### src/rtl/adc_pkg.sv
// Shared types and frame geometry for the serial ADC frame controller.
// No ports; imported by adc_frame_ctrl and sclk_tick_gen.
package adc_pkg;

   typedef enum logic [1:0] {
      IDLE  = 2'd0,
      CONV  = 2'd1,
      QUIET = 2'd2
   } state_e;

   localparam int FRAME_BITS = 16;
   localparam int DATA_BITS  = 12;
   localparam int AVG_FRAMES = 4;
   localparam int AVG_SHIFT  = 2;

endpackage

### src/rtl/adc_frame_ctrl_sclk_tick_gen.sv
// sclk generator for one ADC frame.
// While run is high, a half-period counter counts 0..SCLK_HALF-1; at terminal
// count sclk toggles and the counter wraps. While run is low, sclk idles high.
// Ports:
//   clk, rst     system clock, synchronous active-high reset
//   run          generate sclk edges
//   sclk         registered serial clock, idles high
//   rise, fall   one-clk strobes, high in the cycle whose edge moves sclk 0->1 / 1->0
module sclk_tick_gen
   import adc_pkg::*;
#(
   parameter int SCLK_HALF = 66
) (
   input  logic clk,
   input  logic rst,
   input  logic run,
   output logic sclk,
   output logic rise,
   output logic fall
);

   localparam int CW = (SCLK_HALF > 1) ? $clog2(SCLK_HALF) : 1;

   logic [CW-1:0] cnt_q, cnt_d;
   logic          sclk_q, sclk_d;
   logic          tc;

   always_comb begin
      tc     = run && (cnt_q == CW'(SCLK_HALF - 1));
      cnt_d  = '0;
      sclk_d = 1'b1;
      if (run) begin
         sclk_d = sclk_q;
         if (tc) begin
            sclk_d = ~sclk_q;
         end else begin
            cnt_d = cnt_q + 1'b1;
         end
      end
   end

   always_ff @(posedge clk) begin
      if (rst) begin
         cnt_q  <= '0;
         sclk_q <= 1'b1;
      end else begin
         cnt_q  <= cnt_d;
         sclk_q <= sclk_d;
      end
   end

   assign sclk = sclk_q;
   assign rise = tc && !sclk_q;
   assign fall = tc && sclk_q;

endmodule

### src/rtl/adc_frame_ctrl.sv
// Frame-aware sequencer for one serial ADC (16-bit frame, 12-bit result, MSB
// first) with a valid/ready result port and overrun flag.
// Optional build macro ADC_AVG_EN: deliver the truncated mean of every four
// results instead of each raw result.
// Ports:
//   clk, rst      system clock, synchronous active-high reset
//   en            run enable; frames repeat back to back while high
//   sdata         ADC serial data
//   cs_n, sclk    ADC chip select (active low) and serial clock (idles high)
//   sample        latest result; sample_valid / sample_ready handshake
//   overrun       one-clk pulse when an unconsumed result is overwritten
//
// state | meaning
// IDLE  | cs_n high, waiting for en
// CONV  | cs_n low, sclk running, shifting in FRAME_BITS bits
// QUIET | cs_n high for QUIET_CLKS clks between frames
module adc_frame_ctrl
   import adc_pkg::*;
#(
   parameter int SCLK_HALF  = 66,
   parameter int QUIET_CLKS = 133
) (
   input  logic                 clk,
   input  logic                 rst,
   input  logic                 en,
   input  logic                 sdata,
   output logic                 cs_n,
   output logic                 sclk,
   output logic [DATA_BITS-1:0] sample,
   output logic                 sample_valid,
   input  logic                 sample_ready,
   output logic                 overrun
);

   localparam int QW = $clog2(QUIET_CLKS + 1);
   localparam int BW = $clog2(FRAME_BITS);

   state_e               state_q, state_d;
   logic                 cs_n_q, cs_n_d;
   logic [QW-1:0]        quiet_q, quiet_d;
   logic [BW-1:0]        bit_q, bit_d;
   // Only the last DATA_BITS-1 captured bits are kept; the final bit comes
   // straight from sdata on the load cycle, so the leading bits fall off.
   logic [DATA_BITS-2:0] shift_q, shift_d;
   logic                 armed_q, armed_d;
   logic [DATA_BITS-1:0] sample_q, sample_d;
   logic                 valid_q, valid_d;
   logic                 ovr_q, ovr_d;
   logic                 run, sclk_rise, sclk_fall;
   logic                 load, deliver;
   logic [DATA_BITS-1:0] result, deliver_val;

   assign run = (state_q == CONV);

   sclk_tick_gen #(.SCLK_HALF(SCLK_HALF)) u_tick (
      .clk  (clk),
      .rst  (rst),
      .run  (run),
      .sclk (sclk),
      .rise (sclk_rise),
      .fall (sclk_fall)
   );

   always_comb begin
      state_d = state_q;
      quiet_d = quiet_q;
      bit_d   = bit_q;
      shift_d = shift_q;
      armed_d = armed_q;
      load    = 1'b0;
      result  = {shift_q, sdata};
      case (state_q)
         IDLE: begin
            if (en) state_d = CONV;
         end
         CONV: begin
            // A capture is only accepted once this frame has produced a falling edge.
            if (sclk_fall) armed_d = 1'b1;
            if (sclk_rise && armed_q) begin
               shift_d = {shift_q[DATA_BITS-3:0], sdata};
               bit_d   = bit_q + 1'b1;
               if (bit_q == BW'(FRAME_BITS - 1)) begin
                  load    = 1'b1;
                  state_d = QUIET;
                  quiet_d = QW'(QUIET_CLKS - 1);
                  bit_d   = '0;
                  armed_d = 1'b0;
               end
            end
         end
         QUIET: begin
            if (quiet_q == '0) begin
               state_d = en ? CONV : IDLE;
            end else begin
               quiet_d = quiet_q - 1'b1;
            end
         end
         default: state_d = IDLE;
      endcase
      cs_n_d = (state_d != CONV);
   end

`ifdef ADC_AVG_EN
   localparam int FW = $clog2(AVG_FRAMES);

   logic [DATA_BITS+1:0] acc_q, acc_d, acc_sum;
   logic [FW-1:0]        frm_q, frm_d;

   always_comb begin
      acc_sum     = acc_q + {2'b00, result};
      acc_d       = acc_q;
      frm_d       = frm_q;
      deliver     = 1'b0;
      deliver_val = DATA_BITS'(acc_sum >> AVG_SHIFT);
      if (load) begin
         if (frm_q == FW'(AVG_FRAMES - 1)) begin
            deliver = 1'b1;
            acc_d   = '0;
            frm_d   = '0;
         end else begin
            acc_d = acc_sum;
            frm_d = frm_q + 1'b1;
         end
      end
   end

   always_ff @(posedge clk) begin
      if (rst) begin
         acc_q <= '0;
         frm_q <= '0;
      end else begin
         acc_q <= acc_d;
         frm_q <= frm_d;
      end
   end
`else
   always_comb begin
      deliver     = load;
      deliver_val = result;
   end
`endif

   // A load on the same clk as a handshake replaces the consumed sample, so
   // valid stays high; overrun only when the old one was never taken.
   always_comb begin
      sample_d = deliver ? deliver_val : sample_q;
      valid_d  = deliver || (valid_q && !sample_ready);
      ovr_d    = deliver && valid_q && !sample_ready;
   end

   always_ff @(posedge clk) begin
      if (rst) begin
         state_q  <= IDLE;
         cs_n_q   <= 1'b1;
         quiet_q  <= '0;
         bit_q    <= '0;
         shift_q  <= '0;
         armed_q  <= 1'b0;
         sample_q <= '0;
         valid_q  <= 1'b0;
         ovr_q    <= 1'b0;
      end else begin
         state_q  <= state_d;
         cs_n_q   <= cs_n_d;
         quiet_q  <= quiet_d;
         bit_q    <= bit_d;
         shift_q  <= shift_d;
         armed_q  <= armed_d;
         sample_q <= sample_d;
         valid_q  <= valid_d;
         ovr_q    <= ovr_d;
      end
   end

   assign cs_n         = cs_n_q;
   assign sample       = sample_q;
   assign sample_valid = valid_q;
   assign overrun      = ovr_q;

endmodule

### config.mk
export PLATFORM = sky130hd
export DESIGN_NAME = adc_frame_ctrl
export DESIGN_NICKNAME = d
export VERILOG_FILES = /design/src/rtl/adc_pkg.sv /design/src/rtl/adc_frame_ctrl_sclk_tick_gen.sv /design/src/rtl/adc_frame_ctrl.sv
export SDC_FILE = /design/constraint.sdc
export NUM_CORES = 1
export LEC_CHECK = 0
export ABC_CLOCK_PERIOD_IN_PS = 2600
export BUFFER_PORTS_ARGS = -buffer_cell sky130_fd_sc_hd__buf_2
export CELL_PAD_IN_SITES_DETAIL_PLACEMENT = 0
export CELL_PAD_IN_SITES_GLOBAL_PLACEMENT = 1
export CORE_ASPECT_RATIO = 0.7
export CORE_MARGIN = 2
export CORE_UTILIZATION = 43
export DETAILED_ROUTE_END_ITERATION = 7
export HOLD_SLACK_MARGIN = 0.15
export PLACE_DENSITY = 0.81
export SLEW_MARGIN = 10
export SYNTH_ARGS = -nofsm -noshare
export SYNTH_HDL_FRONTEND = slang
export SYNTH_HIERARCHICAL = 1
export SYNTH_SLANG_ARGS = --single-unit
### constraint.sdc
create_clock -name clk -period 2.6 [get_ports clk]
set_clock_uncertainty 0.15 [all_clocks]
set_input_delay 0.13 -clock clk [delete_from_list [all_inputs] [get_ports clk]]
set_output_delay 0.13 -clock clk [all_outputs]
set_load 0.005 [all_outputs]
==> results of run 1 <==
==> metal layers <==
metal | share of wire [%] | global-route usage [%]
met5 | 0 | 0
met3 | 4.3 | 4.35
met1 | 55 | 23.5
met2 | 39 | 23.7
met4 | 1.8 | 6.80
==> area by class of cell <==
class,count,share of cell area (%)
sequential,49,43.2
timing repair buffer,29,7.72
multi-input combinational,166,41.1
tap,55,3.03
inverter,6,0.993
clock buffer,6,3.20
clock inverter,2,0.662
==> path summary, 6_finish.rpt <==
kind / startpoint / endpoint / slack (ns) / cells past startpoint
setup / recovery: u_tick/cnt_q[0] / sample[11] / 0.27 / 8
hold / removal: rst / state_q[1] / 0.19 / 2
setup reg to reg: u_tick/cnt_q[0] / sample[11] / 0.27 / 8
hold reg to reg: sample[10] / sample[10] / 0.30 / 2
==> flip-flops by register name (all words and copies together) (netlist names) <==
name / flops
sample: 12
shift_q: 11
quiet_q: 8
u_tick/cnt_q: 7
bit_q: 4
state_q: 2
armed_q: 1
cs_n: 1
overrun: 1
sample_valid: 1
u_tick/sclk: 1
==> Yosys cell counts, types with 2 or more instances <==
master | number | share of area, %
nand2_1 | 54 | 10
dfxtp_1 | 49 | 50
a21oi_1 | 31 | 7.8
nor2_1 | 17 | 3.2
clkbuf_1 | 11 | 2.1
o21ai_0 | 7 | 1.8
inv_1 | 6 | 1.1
or3_1 | 6 | 1.9
nand3_1 | 5 | 1.3
ha_1 | 4 | 2.5
xnor2_1 | 4 | 1.8
nor3_1 | 3 | 0.76
or4_1 | 3 | 1.1
xor2_1 | 3 | 1.3
a31oi_1 | 2 | 0.63
nand2b_1 | 2 | 0.63
nand3b_1 | 2 | 0.76
nor4_1 | 2 | 0.63
or2_2 | 2 | 0.63
==> kinds of logic (layout without fill, tap and decap cells) <==
group / after synthesis / in the layout / share of synthesized area, %
AOI/OAI and AO/OA: 46 / 46 / 13.2
muxes: 1 / 1 / 0.569
adders and majority gates: 4 / 4 / 2.53
xor gates and xnor gates: 7 / 7 / 3.10
and+or+nand+nor: 108 / 108 / 27.8
DFF: 49 / 49 / 49.6
buffers and inverters: 17 / 43 / 3.23
==> power breakdown <==
part / switching [uW] / leakage, uW / internal [uW]
registers: 3.16 / 0.000395 / 754
clock network: 254 / 0.0000374 / 190
logic: 22.8 / 0.000402 / 14.9
==> per-stage QoR <==
stage / hold WS [ns] / power (uW)
2_1_floorplan: 0.116 / 797
3_3_place_gp: 0.239 / 809
3_5_place_dp: 0.247 / 809
4_1_cts: 0.181 / 1260
5_1_grt: 0.220 / 1290
6_report: 0.190 / 1240
==> what timing repair did <==
item | CTS | global route
hold buffers | 3 | 0
endpoints found under the hold margin | 6 | 0
buffers inserted | 0 | 0
==> results.md, run 1 <==
- Die Span Y: 60.7 um
- Final instance area: 2270 um2
- Worst slew pin tran: 0.671 ns
- Register area: 981 um2
- GRT overflow: 0
- Layout cells sized above 1: 16.7%
- Layout net count: 266
- H-tree lvl count: 2
- Final routed DRC violation total: 0
- Root buf cell: clkbuf_8
- Status: complete, no violations
- Fin crit share: 89.5%
- CTS Buf Count: 5
- Pins Over Slew Limit: 0
- Ports: 21
- Vias per cell: 5.07
- Chip width: 85.1 um
- Peak supply drop: 309 uV
- P&R area growth vs syn: 14.7%
- Max_slew headroom: 55.3%
- Number of setup violations in the final report: 0
- Clock Tree Buf Depth: 2
- Fin cells: 313
- RSZ-0062 raised after global routing: no
- Post-cts resize count: 0
- Most frequent cells in the layout: nand2_1, dfxtp_1, a21oi_1, buf_2, nor2_1
- Cells after DPL: 302
- Antenna cells: 0
- Die footprint: 5170 um2
- Largest net degree at the start of global routing: 39
- Fin crit period: 2.33 ns
- Antenna Violating Nets Remaining: 0
- Setup CP Type: reg -> reg
- Async SR Flop Fraction: 0%
- Mean routed wirelength per cell: 12.0 um
- Final Hold Vio Count: 0
- Post-Syn Area: 1980 um2
- Syn Area/Cell: 8.53 um2
- Clk sinks: 49
- CP cell instances: ha_1 > or3b_4 > nor3_4 > nand4b_1 > or2_2 > buf_4 > nand2_1 > a21oi_1
- CP endpoint kind: flip-flop
- Register area share after synthesis: 49.6%
- Final design utilization: 51.8%
- Number of synthesized flops with an enable pin: 0
- CP max FO: 16
- Area occupied by multi-input gates: 933 um2
- Power per cell area: 546 nW/um2
- Pleak: 0.000834 uW
- Fill cell count: 414
- 1st-pass router iterations: 4
- Number of distinct library cells after synthesis: 38
- Initial Utilization: 45.2%
- Startpoint types: flip-flop
- CTS tree: done
- Number of port buffers: 20
- Vias in the first global route: 1423
- Crit-path slowest cell: or3b_4
- Synth Warn #: 6
- Worst path arrival time: 2.34 ns
- Clock-pin slew on the worst setup and hold paths: 0.09 ns
- All-Layer GR Usage: 16.4%
- Initial drt markers: 62
- Post-DP HPWL: 2.60 mm
- CP Buf/Inv Count: 1
- Synthesized net count: 241
- Most common cell after layout, fill and taps aside: nand2_1
- Post-Place Cell Area: 2150 um2
- Clk_lat worst skew: 0.31 ns
- CP max stage delay: 0.42 ns
- Maxcap violations: 0
- Initial antenna violation count: 0
- Setup WS post-layout: 0.274 ns
- Worst Path Required: 2.62 ns
- Family with the most delay on the worst path: simple AND/OR/NAND/NOR gates
- Routed WL: 3.76 mm
- F_max: 430 MHz
- Core area: 4380 um2
- Hold WC Path Type: in -> reg
- Synth Register Bits: 49
- Pre-CTS WS: 0.278 ns
- Vias: 1586
- Synth Instances: 232
- Final TNS setup: 0 ns
- First-pass GRT wire length: 6.55 mm
- Top FF cell, synth: dfxtp_1
- GPL Wtd Cong: 0.723
- Row cnt: 20
Power figures use the tool's default switching activity.
==> run 2: changes to the inputs <==
--- a/config.mk
+++ b/config.mk
@@ -14,7 +14,9 @@
 export CORE_UTILIZATION = 43
 export DETAILED_ROUTE_END_ITERATION = 7
 export HOLD_SLACK_MARGIN = 0.15
+export MAX_ROUTING_LAYER = met4
 export PLACE_DENSITY = 0.81
+export SETUP_SLACK_MARGIN = 0.5
 export SLEW_MARGIN = 10
 export SYNTH_ARGS = -nofsm -noshare
 export SYNTH_HDL_FRONTEND = slang
==> results.md, run 2 (synthesized netlist as in run 1, its figures left out) <==
- Startpoint types: flip-flop
- Vias in the first global route: 1454
- CP cell instances: inv_2 > ha_4 > or3b_4 > nor3_4 > nand4b_1 > buf_4 > or2_4 > nand2b_4 > a21oi_2
- Status: complete, no violations
- Family with the most delay on the worst path: simple AND/OR/NAND/NOR gates
- Chip width: 85.1 um
- Antenna Violating Nets Remaining: 0
- H-tree lvl count: 2
- Vias per cell: 5.24
- Fin cells: 320
- GRT overflow: 0
- Pre-CTS WS: 0.350 ns
- Row cnt: 20
- Final design utilization: 55.8%
- Number of port buffers: 20
- Clk sinks: 49
- CP max stage delay: 0.38 ns
- Setup WS post-layout: 0.485 ns
- Vias: 1676
- Largest net degree at the start of global routing: 39
- Final Hold Vio Count: 0
- Pleak: 0.000890 uW
- Sw frac: 21.2%
- Layout net count: 273
- Post-DP HPWL: 2.54 mm
- Clock Tree Buf Depth: 2
- 1st-pass router iterations: 4
- Logic pwr share: 3.4%
- Core area: 4380 um2
- CTS tree: done
- Worst path arrival time: 2.15 ns
- Root buf cell: clkbuf_8
- Number of setup violations in the final report: 0
- Setup CP Type: reg -> reg
- Power per cell area: 526 nW/um2
- Crit-path slowest cell: or3b_4
- Fin crit share: 81.3%
- Initial drt markers: 106
- Worst Path Required: 2.63 ns
- Die footprint: 5170 um2
- Worst slew pin tran: 0.717 ns
- Most common cell after layout, fill and taps aside: nand2_1
- CTS Buf Count: 5
- F_max: 473 MHz
- Final TNS setup: 0 ns
- Share of power burned in registers: 58.9%
- Hold WC Path Type: in -> reg
- Pins Over Slew Limit: 0
- Initial antenna violation count: 0
- CP max FO: 7
- Clock-pin slew on the worst setup and hold paths: 0.09 ns
- Ports: 21
- Initial Utilization: 45.2%
- Peak supply drop: 262 uV
- Die Span Y: 60.7 um
- First-pass GRT wire length: 6.73 mm
- Sw Pwr: 273 uW
- Max_slew headroom: 52.2%
- Fin crit period: 2.11 ns
- Max FFs per register: 12
- RSZ-0062 raised after global routing: yes
- CP endpoint kind: flip-flop
- Final routed DRC violation total: 0
- Clock share of power: 37.7%
- Most frequent cells in the layout: nand2_1, dfxtp_1, a21oi_1, buf_2, nor2_1
- Cell internal pwr: 1010 uW
- Layout cells sized above 1: 26.8%
- Maxcap violations: 0
- Cells after DPL: 298
- Mean routed wirelength per cell: 13.1 um
- Clk_lat worst skew: 0.29 ns
- P&R area growth vs syn: 23.6%
- Routed WL: 4.18 mm
- GPL Wtd Cong: 0.793
- CP Buf/Inv Count: 2
- All-Layer GR Usage: 17.2%
- Antenna cells: 0
[run 2: changes by cell type in the layout (fill, tap and decap cells not counted), sizes merged]
cell	previous run	this run
buf	26	31
clkbuf	6	7
clkinv	0	1
clkinvlp	2	0
or2	2	4
[run 2: per-layer routing]
layer  vias up  global-route usage [%]  share of wire (%)
li1        860                       -                  -
met1       781                    24.1                 54
met2        30                    24.1                 41
met3         5                    4.22                4.0
met4         0                    6.12               0.69
met5         -                       -                  0
[run 2: final timing paths]
path	slack, ns	cells after the start	end	start
worst min-delay path	0.22	2	state_q[0]	rst
worst max-delay path	0.49	9	quiet_q[4]	u_tick/cnt_q[1]
worst min register to register	0.31	2	sample[0]	sample[0]
worst max register to register	0.49	9	quiet_q[4]	u_tick/cnt_q[1]
[run 2: what timing repair did]
item                                    CTS  global route
resized for setup                        12            17
hold buffers                              3             0
cloned                                    3             0
buffers inserted                          5             3
endpoints found under the setup margin   20            33
pin swaps                                 4            12
endpoints found under the hold margin     5             0
[run 2: power by group through the flow]
stage	combinational, uW	sequential (uW)	clock (uW)
2_1_floorplan	23.8	774	0
3_3_place_gp	32.7	775	0
3_5_place_dp	32.8	775	0
4_1_cts	42.0	757	493
5_1_grt	47.9	758	528
6_report	44.0	757	485
[run 2: per-stage QoR]
stage | hold WS (ns) | power (uW) | area [um2]
floorplan | 0.116 | 798 | 2010
global placement | 0.243 | 807 | 2130
detailed placement | 0.246 | 808 | 2130
CTS | 0.205 | 1290 | 2350
global route | 0.232 | 1330 | 2440
finish | 0.216 | 1290 | 2440
[run 2: layout make-up]
type                    count  area (um2)
fillers                   417        1930
inverters                   6        22.5
multi-input cells         168        1030
flip-flops and latches     49         986
clock buffers               7        96.3
repair buffers             34         233
clock inverters             1        5.00
well taps                  55        68.8
